**src/rtl/ps2_kbd_rx.sv**
```systemverilog
// PS/2 keyboard receive front-end.
// Synchronises and de-glitches the raw PS/2 lines, deserialises 11-bit
// device-to-host frames, strips E0/F0/E1 prefixes and presents one clean
// key event per press/release to the downstream keyboard_wb block.
//
// Ports:
//   clk          system clock (wb_clk, 4 MHz)
//   reset        synchronous, active-high reset
//   ps2_clk      raw PS/2 clock (asynchronous)
//   ps2_data     raw PS/2 data (asynchronous)
//   key_valid    one-cycle strobe: new event on key_code/key_ext/key_release
//   key_code     set-2 scan code of the last event (held)
//   key_ext      last event was E0-prefixed
//   key_release  last event was F0-prefixed
//   frame_err    one-cycle strobe on parity/stop error or timeout abort
//   busy         frame reception in progress
module ps2_kbd_rx #(
  parameter int FILTER_LEN = 8,
  parameter int TIMEOUT    = 4000
) (
  input  logic       clk,
  input  logic       reset,
  input  logic       ps2_clk,
  input  logic       ps2_data,
  output logic       key_valid,
  output logic [7:0] key_code,
  output logic       key_ext,
  output logic       key_release,
  output logic       frame_err,
  output logic       busy
);

  localparam int TW = $clog2(TIMEOUT + 1);
  localparam logic [3:0]    CNT_LAST = 4'(FILTER_LEN - 1);
  localparam logic [TW-1:0] TMO_LAST = TW'(TIMEOUT - 1);

  typedef enum logic [1:0] {S_IDLE, S_DATA, S_PARITY, S_STOP} rx_state_t;

  // synchronisers
  logic clk_s1_q, clk_s1_d, clk_s2_q, clk_s2_d;
  logic dat_s1_q, dat_s1_d, dat_s2_q, dat_s2_d;
  // glitch filters and edge detect
  logic       clk_f_q, clk_f_d, dat_f_q, dat_f_d, clk_prev_q, clk_prev_d;
  logic [3:0] clk_cnt_q, clk_cnt_d, dat_cnt_q, dat_cnt_d;
  logic       fall;
  // receiver
  rx_state_t      state_q, state_d;
  logic [2:0]     bitcnt_q, bitcnt_d;
  logic [7:0]     shift_q, shift_d;
  logic           par_q, par_d;
  logic [TW-1:0]  tmo_q, tmo_d;
  logic [7:0]     byte_q, byte_d;
  logic           byte_vld_q, byte_vld_d;
  logic           err_q, err_d;
  // decoder
  logic           kv_q, kv_d;
  logic [7:0]     code_q, code_d;
  logic           kext_q, kext_d, krel_q, krel_d;
  logic           ext_q, ext_d, rel_q, rel_d;
  logic [2:0]     skip_q, skip_d;

  always_comb begin
    clk_s1_d   = ps2_clk;
    clk_s2_d   = clk_s1_q;
    dat_s1_d   = ps2_data;
    dat_s2_d   = dat_s1_q;
    clk_prev_d = clk_f_q;

    // Count consecutive samples disagreeing with the filtered value; any
    // agreeing sample restarts the count.
    clk_f_d   = clk_f_q;
    clk_cnt_d = '0;
    if (clk_s2_q != clk_f_q) begin
      if (clk_cnt_q == CNT_LAST) clk_f_d = clk_s2_q;
      else                       clk_cnt_d = clk_cnt_q + 4'd1;
    end
    dat_f_d   = dat_f_q;
    dat_cnt_d = '0;
    if (dat_s2_q != dat_f_q) begin
      if (dat_cnt_q == CNT_LAST) dat_f_d = dat_s2_q;
      else                       dat_cnt_d = dat_cnt_q + 4'd1;
    end
  end

  assign fall = clk_prev_q & ~clk_f_q;

  always_comb begin
    state_d    = state_q;
    bitcnt_d   = bitcnt_q;
    shift_d    = shift_q;
    par_d      = par_q;
    byte_d     = byte_q;
    byte_vld_d = 1'b0;
    err_d      = 1'b0;

    if (state_q == S_IDLE || fall) tmo_d = '0;
    else                           tmo_d = tmo_q + 1'b1;

    case (state_q)
      S_IDLE: begin
        if (fall && !dat_f_q) begin
          state_d  = S_DATA;
          bitcnt_d = '0;
        end
      end
      S_DATA: begin
        if (fall) begin
          shift_d  = {dat_f_q, shift_q[7:1]};
          bitcnt_d = bitcnt_q + 3'd1;
          if (bitcnt_q == 3'd7) state_d = S_PARITY;
        end
      end
      S_PARITY: begin
        if (fall) begin
          par_d   = dat_f_q;
          state_d = S_STOP;
        end
      end
      S_STOP: begin
        if (fall) begin
          state_d = S_IDLE;
          if (dat_f_q && (^{shift_q, par_q})) begin
            byte_d     = shift_q;
            byte_vld_d = 1'b1;
          end else begin
            err_d = 1'b1;
          end
        end
      end
      default: state_d = S_IDLE;
    endcase

    if (state_q != S_IDLE && !fall && tmo_q == TMO_LAST) begin
      state_d = S_IDLE;
      err_d   = 1'b1;
      tmo_d   = '0;
    end
  end

  always_comb begin
    kv_d   = 1'b0;
    code_d = code_q;
    kext_d = kext_q;
    krel_d = krel_q;
    ext_d  = ext_q;
    rel_d  = rel_q;
    skip_d = skip_q;

    // err_q and byte_vld_q are mutually exclusive: one STOP yields one or the other.
    if (err_q) begin
      ext_d  = 1'b0;
      rel_d  = 1'b0;
      skip_d = '0;
    end else if (byte_vld_q) begin
      if (skip_q != 3'd0) begin
        skip_d = skip_q - 3'd1;
      end else if (byte_q == 8'hE1) begin
        kv_d   = 1'b1;
        code_d = 8'hE1;
        kext_d = 1'b0;
        krel_d = 1'b0;
        ext_d  = 1'b0;
        rel_d  = 1'b0;
        skip_d = 3'd7;
      end else if (byte_q == 8'hE0) begin
        ext_d = 1'b1;
      end else if (byte_q == 8'hF0) begin
        rel_d = 1'b1;
      end else if (!ext_q && (byte_q == 8'hFA || byte_q == 8'hAA ||
                              byte_q == 8'hEE || byte_q == 8'hFE ||
                              byte_q == 8'h00 || byte_q == 8'hFF)) begin
        ext_d = 1'b0;
        rel_d = 1'b0;
      end else begin
        kv_d   = 1'b1;
        code_d = byte_q;
        kext_d = ext_q;
        krel_d = rel_q;
        ext_d  = 1'b0;
        rel_d  = 1'b0;
      end
    end
  end

  always_ff @(posedge clk) begin
    if (reset) begin
      clk_s1_q   <= 1'b1;
      clk_s2_q   <= 1'b1;
      dat_s1_q   <= 1'b1;
      dat_s2_q   <= 1'b1;
      clk_f_q    <= 1'b1;
      dat_f_q    <= 1'b1;
      clk_prev_q <= 1'b1;
      clk_cnt_q  <= '0;
      dat_cnt_q  <= '0;
      state_q    <= S_IDLE;
      bitcnt_q   <= '0;
      shift_q    <= '0;
      par_q      <= 1'b0;
      tmo_q      <= '0;
      byte_q     <= '0;
      byte_vld_q <= 1'b0;
      err_q      <= 1'b0;
      kv_q       <= 1'b0;
      code_q     <= '0;
      kext_q     <= 1'b0;
      krel_q     <= 1'b0;
      ext_q      <= 1'b0;
      rel_q      <= 1'b0;
      skip_q     <= '0;
    end else begin
      clk_s1_q   <= clk_s1_d;
      clk_s2_q   <= clk_s2_d;
      dat_s1_q   <= dat_s1_d;
      dat_s2_q   <= dat_s2_d;
      clk_f_q    <= clk_f_d;
      dat_f_q    <= dat_f_d;
      clk_prev_q <= clk_prev_d;
      clk_cnt_q  <= clk_cnt_d;
      dat_cnt_q  <= dat_cnt_d;
      state_q    <= state_d;
      bitcnt_q   <= bitcnt_d;
      shift_q    <= shift_d;
      par_q      <= par_d;
      tmo_q      <= tmo_d;
      byte_q     <= byte_d;
      byte_vld_q <= byte_vld_d;
      err_q      <= err_d;
      kv_q       <= kv_d;
      code_q     <= code_d;
      kext_q     <= kext_d;
      krel_q     <= krel_d;
      ext_q      <= ext_d;
      rel_q      <= rel_d;
      skip_q     <= skip_d;
    end
  end

  assign key_valid   = kv_q;
  assign key_code    = code_q;
  assign key_ext     = kext_q;
  assign key_release = krel_q;
  assign frame_err   = err_q;
  assign busy        = (state_q != S_IDLE);

endmodule
```
**config.mk**
```make
export PLATFORM = sky130hd
export DESIGN_NAME = ps2_kbd_rx
export DESIGN_NICKNAME = d
export VERILOG_FILES = /design/src/rtl/ps2_kbd_rx.sv
export SDC_FILE = /design/constraint.sdc
export NUM_CORES = 1
export LEC_CHECK = 0
export CAP_MARGIN = 25
export CORE_MARGIN = 2
export CORE_UTILIZATION = 52
export CTS_CLUSTER_DIAMETER = 50
export DETAILED_ROUTE_END_ITERATION = 6
export GPL_ROUTABILITY_DRIVEN = 0
export GPL_TIMING_DRIVEN = 0
export PLACE_DENSITY_LB_ADDON = 0.12
export SYNTH_ARGS = -nofsm -noshare
export SYNTH_HDL_FRONTEND = slang
export SYNTH_SLANG_ARGS = --single-unit
```
**constraint.sdc**
```tcl
create_clock -name clk -period 5.2 [get_ports clk]
set_input_delay 1.04 -clock clk [delete_from_list [all_inputs] [get_ports clk]]
set_output_delay 1.04 -clock clk [all_outputs]
set_load 0.01 [all_outputs]
```
==> impl_metrics.json, run 1 <==
{
  "io_buffers": 15,
  "n_fill_cell": 475,
  "vias": 2068,
  "cts_setup_buffers": 0,
  "timing.setup.tns_ps": 0,
  "path_max_fanout": 5,
  "layout-drive-gt1-share": 0.0804,
  "yosysTopAreaCell": "dfxtp_1",
  "grt_setup_unrepaired": "false",
  "critPathMostFrequentCell": "inv_1",
  "rows": 27,
  "core_area_sq_um": 5470,
  "hold_start": "clk_s1_q$_SDFF_PP1_",
  "path_cells": "inv_1, ha_1, inv_1, clkdlybuf4s50_1",
  "grt_max_degree": 11,
  "synth_top_area_share": 0.456,
  "synth_nets": 322,
  "cts.sinks": 67,
  "antenna_cells": 0,
  "final_nets": 348,
  "ys_warn_count": 0,
  "worst_r2r_path_depth": 7,
  "worstMarginPinSlew_ps": 607,
  "die_x_microns": 79.2,
  "grt_overflow": 0,
  "critPathTopFamily": "buffers and inverters",
  "dpl.hpwl_microns": 3510,
  "regArea_sq_um": 1340,
  "postRouteAntennaNets": 0,
  "drtIter0Drc": 92,
  "rr_startpoint": "tmo_q[0]$_SDFF_PP0_",
  "cts_buffers": 9,
  "syn_to_final_growth_pct": 13.9,
  "critPathMaxStageDelay_ps": 540,
  "antenna_found_initial": 0,
  "arrival_ps": 1700,
  "slew_violations": 0,
  "ios": 17,
  "crit_start": "state_q[0]$_SDFFE_PP0P_",
  "start_kind": "flop",
  "cp.required_ps": 4160,
  "p_leak_nw": 1.41,
  "timing_hold_violations_final": 0,
  "hold_buffers": 0,
  "endpoint_kind": "output port",
  "period_share": 0.528,
  "slew_headroom": 0.592,
  "die_y_microns": 79.2,
  "maxCapViolCount": 0,
  "max_freq_ghz": 0.364,
  "fin_skew_ps": 5.91,
  "path_clk_slew_ps": 70,
  "htree_levels": 3,
  "start_util": 0.538,
  "cts-resized-gates": 0,
  "synth_cells": 307,
  "critPathBufInv": 3,
  "status": "finished clean",
  "clock_latency_ps": 340,
  "syn_area_sq_um": 2940,
  "ys_seq_area_frac": 0.456,
  "drt-total-wl_microns": 5030,
  "crit_cells": 4,
  "viasPerCell": 5.07,
  "layout.cells.non_filler": 408,
  "hold_path_depth": 1,
  "ir_drop_mv": 0.198,
  "path_class": "flop to output port",
  "clockRootBuffer": "clkbuf_8",
  "ys_ff_latch": 67,
  "grt_usage": 0.180,
  "cts_buffer_depth": 2,
  "grt_pass1_wl_microns": 8660,
  "period_needed_ps": 2740,
  "multi_input_area_sq_um": 1530,
  "dieArea_sq_um": 6280,
  "synthTopCellsByArea": "dfxtp_1 (46%), mux2i_1 (11%), nor2_1 (6.5%)",
  "syn_avg_cell_area_sq_um": 9.59,
  "cts_tree": "done",
  "drc_errors": 0,
  "synth.distinct_cells": 39,
  "wl_per_cell_microns": 12.3,
  "setup_viol": 0,
  "place_inst": 394,
  "drtPass1Iterations": 4,
  "power_density_nw_per_um2": 290,
  "hp-class": "flop to flop",
  "grt_pass1_vias": 1994,
  "slowest_stage": "clkdlybuf4s50_1"
}
## worst register-to-register path, cell delays in order, from the launching register on
cell	delay, ps
dfxtp_1	370
ha_1	210
and4_1	240
nand3_1	90
nor4_1	470
or4_1	240
clkbuf_1	370
nor2_1	100
## path summary, 6_finish.rpt
check | end | slack [ps]
min reg2reg | clk_s2_q$_SDFF_PP1_ | 410
max | busy | 2460
min | clk_s2_q$_SDFF_PP1_ | 410
max reg2reg | tmo_q[7]$_SDFF_PP0_ | 2990
## logic make-up after synthesis
logic type	Yosys count	share of synthesized area
simple gates	141	0.246
flops	67	0.456
mux	34	0.120
xor+xnor	23	0.0782
buf+inv	18	0.0242
compound gates	13	0.0289
fa+ha+maj	11	0.0467
## placed cells by master, fill, tap and decap left out, drive strengths merged, types with 9 or more instances in the layout
cell type,n
dfxtp,67
nor2,51
mux2i,33
nand2b,25
clkbuf,21
nand2,15
clkdlybuf4s50,15
xnor2,12
ha,11
nand3,10
xor2,9
## Yosys cell counts
cell type,count
dfxtp_1,67
nor2_1,51
mux2i_1,32
nand2b_1,25
nand2_1,15
xnor2_1,12
ha_1,11
nand3_1,10
clkbuf_1,9
xor2_1,9
nor3_1,8
or2_2,8
inv_1,7
a21oi_1,6
and3_1,4
nand3b_1,4
and4_1,3
nor2b_1,3
a311oi_1,2
nor4_1,2
a211oi_1,1
a311o_1,1
a31oi_1,1
and2_0,1
and2b_4,1
buf_1,1
buf_4,1
mux2_2,1
mux2i_4,1
nand4_1,1
nand4b_1,1
nor3b_1,1
nor4_2,1
o21a_1,1
o22ai_1,1
or3b_1,1
or4_1,1
xnor3_1,1
xnor3_2,1
## metrics by stage
stage / total power [mW] / utilization / hold WS [ps] / area [sq um] / setup WS (ps)
after floorplan: 0.586 / - / 389 / 2940 / 3110
after global placement: 0.606 / 0.582 / 395 / 3180 / 2710
after detailed placement: 0.606 / 0.582 / 395 / 3180 / 2750
after CTS: 0.984 / 0.612 / 412 / 3350 / 2430
after global routing: 1.01 / 0.612 / 428 / 3350 / 2390
final: 0.972 / 0.612 / 407 / 3350 / 2460
## per-layer routing
metal	share of wire	routed length, microns	vias up	global-route usage
li1	-	-	1080	-
met1	0.51	2570	947	0.219
met2	0.43	2170	29	0.287
met3	0.032	159	12	0.0432
met4	0.026	133	0	0.109
met5	0	0	-	0
## where the power goes
part           total (mW)  switching (mW)  internal, mW
combinational      0.0684          0.0394        0.0290
sequential          0.525         0.00537         0.520
clock               0.379           0.186         0.193
total               0.972           0.231         0.742
## registers in the layout, summed over array words and instances, names as in the netlist, 2 cells and up
register	flops
bitcnt_q	3
byte_q	8
clk_cnt_q	4
dat_cnt_q	4
key_code	8
shift_q	8
skip_q	3
state_q	2
tmo_q	12
## final cells by class
| cell class | count | share of cell area |
|---|---|---|
| timing repair buffer | 15 | 0.0448 |
| clock inverter | 2 | 0.00373 |
| clock buffer | 12 | 0.0463 |
| tap | 72 | 0.0269 |
| inverter | 7 | 0.00784 |
| buffer | 11 | 0.0134 |
| sequential | 67 | 0.400 |
| multi-input combinational | 222 | 0.457 |
Note: power is estimated with default switching activity, not from simulation.
==> run 2: changes to the inputs <==
- clock period: 5.2 -> 2.28 ns (I/O delays scaled with it)
==> impl_metrics.json, run 2 (same netlist as run 1, synthesis figures left out) <==
{
  "worstMarginPinSlew_ps": 453,
  "cp.required_ps": 1820,
  "path_cells": "inv_1, ha_1, inv_1, clkdlybuf4s50_1",
  "syn_to_final_growth_pct": 14.1,
  "grt_pass1_vias": 1994,
  "die_x_microns": 79.2,
  "cts_buffer_depth": 2,
  "setup_viol": 0,
  "ios": 17,
  "layout.cells.non_filler": 408,
  "drtPass1Iterations": 4,
  "final_nets": 348,
  "hold_buffers": 0,
  "final_area_sq_um": 3360,
  "placed_area_sq_um": 3180,
  "grt_pass1_wl_microns": 8660,
  "power_density_nw_per_um2": 660,
  "htree_levels": 3,
  "timing.setup.tns_ps": 0,
  "arrival_ps": 1700,
  "slowest_stage": "clkdlybuf4s50_1",
  "hp-class": "flop to flop",
  "dpl.hpwl_microns": 3510,
  "rows": 27,
  "largest_reg_flops": 12,
  "antenna_found_initial": 0,
  "dieArea_sq_um": 6280,
  "start_kind": "flop",
  "max_freq_ghz": 0.463,
  "period_needed_ps": 2160,
  "status": "finished clean",
  "io_buffers": 15,
  "die_y_microns": 79.2,
  "drc_errors": 0,
  "cts_buffers": 9,
  "clockRootBuffer": "clkbuf_8",
  "fin_skew_ps": 6.69,
  "vias": 2063,
  "maxCapViolCount": 0,
  "place_inst": 394,
  "path_clk_slew_ps": 70,
  "postRouteAntennaNets": 0,
  "ir_drop_mv": 0.451,
  "grt_overflow": 0,
  "cts.sinks": 67,
  "critPathBufInv": 3,
  "antenna_cells": 0,
  "regMostFlops": "tmo_q",
  "endpoint_kind": "output port",
  "layout-drive-gt1-share": 0.0833,
  "viasPerCell": 5.06,
  "mostFrequentLayoutCell": "dfxtp_1",
  "p_leak_nw": 1.41,
  "period_share": 0.947,
  "drtIter0Drc": 88,
  "drt-total-wl_microns": 5010,
  "grt_usage": 0.180,
  "path_max_fanout": 5,
  "cts_tree": "done",
  "clock_latency_ps": 340,
  "path_class": "flop to output port",
  "final_cell_mix": "dfxtp_1 (67), nor2_1 (51), mux2i_1 (32)",
  "slew_violations": 0,
  "grt_max_degree": 11,
  "start_util": 0.538,
  "slew_headroom": 0.692,
  "critPathTopFamily": "buffers and inverters",
  "critPathMaxStageDelay_ps": 540,
  "wl_per_cell_microns": 12.3,
  "core_area_sq_um": 5470,
  "cts_setup_buffers": 0,
  "grt_setup_unrepaired": "false",
  "critPathMostFrequentCell": "inv_1",
  "timing_hold_violations_final": 0
}
[run 2: changes by cell type in the layout (fill, tap and decap cells not counted)]
cell / delta
nor4_2: +1
nor4_1: -1
[run 2: layout make-up]
cell class                      count  area, sq um
Timing Repair Buffer               15          150
Tap cell                           72         90.1
Inverter                            7         26.3
Buffer                             11         45.0
Clock inverter                      2         12.5
Multi-Input combinational cell    222         1540
Clock buffer                       12          155
Fill cell                         475         2110
Sequential cell                    67         1340
[run 2: power by group]
part	internal (mW)	switching [mW]
clock network	0.440	0.424
registers	1.18	0.0122
logic	0.0663	0.0906
total	1.69	0.527
[run 2: timing repair]
| item | CTS | global route |
|---|---|---|
| resized for setup | 0 | 1 |
| hold endpoints to repair | 0 | 0 |
| setup endpoints to repair | 0 | 10 |
[run 2: per-layer routing]
metal	GRT usage	vias up	wire (microns)
met5	0	-	0
met4	0.109	0	133
met3	0.0432	11	165
met2	0.287	31	2180
met1	0.219	942	2540
li1	-	1079	-
[run 2: metrics by stage]
| step | utilization | setup WS [ps] | hold slack [ps] | total power [mW] |
|---|---|---|---|---|
| after floorplan | - | 484 | 389 | 1.34 |
| after global placement | 0.582 | 68.1 | 395 | 1.38 |
| after detailed placement | 0.582 | 60.1 | 395 | 1.38 |
| after CTS | 0.612 | 37.0 | 412 | 2.24 |
| after global routing | 0.614 | 46.2 | 428 | 2.31 |
| final | 0.614 | 121 | 406 | 2.22 |
[run 2: worst paths after layout]
path	from	endpoint	slack, ps	cells after the start
max	state_q[0]$_SDFFE_PP0P_	busy	120	4
min	clk_s1_q$_SDFF_PP1_	clk_s2_q$_SDFF_PP1_	410	1
max reg2reg	tmo_q[0]$_SDFF_PP0_	tmo_q[7]$_SDFF_PP0_	240	7
min reg2reg	clk_s1_q$_SDFF_PP1_	clk_s2_q$_SDFF_PP1_	410	1
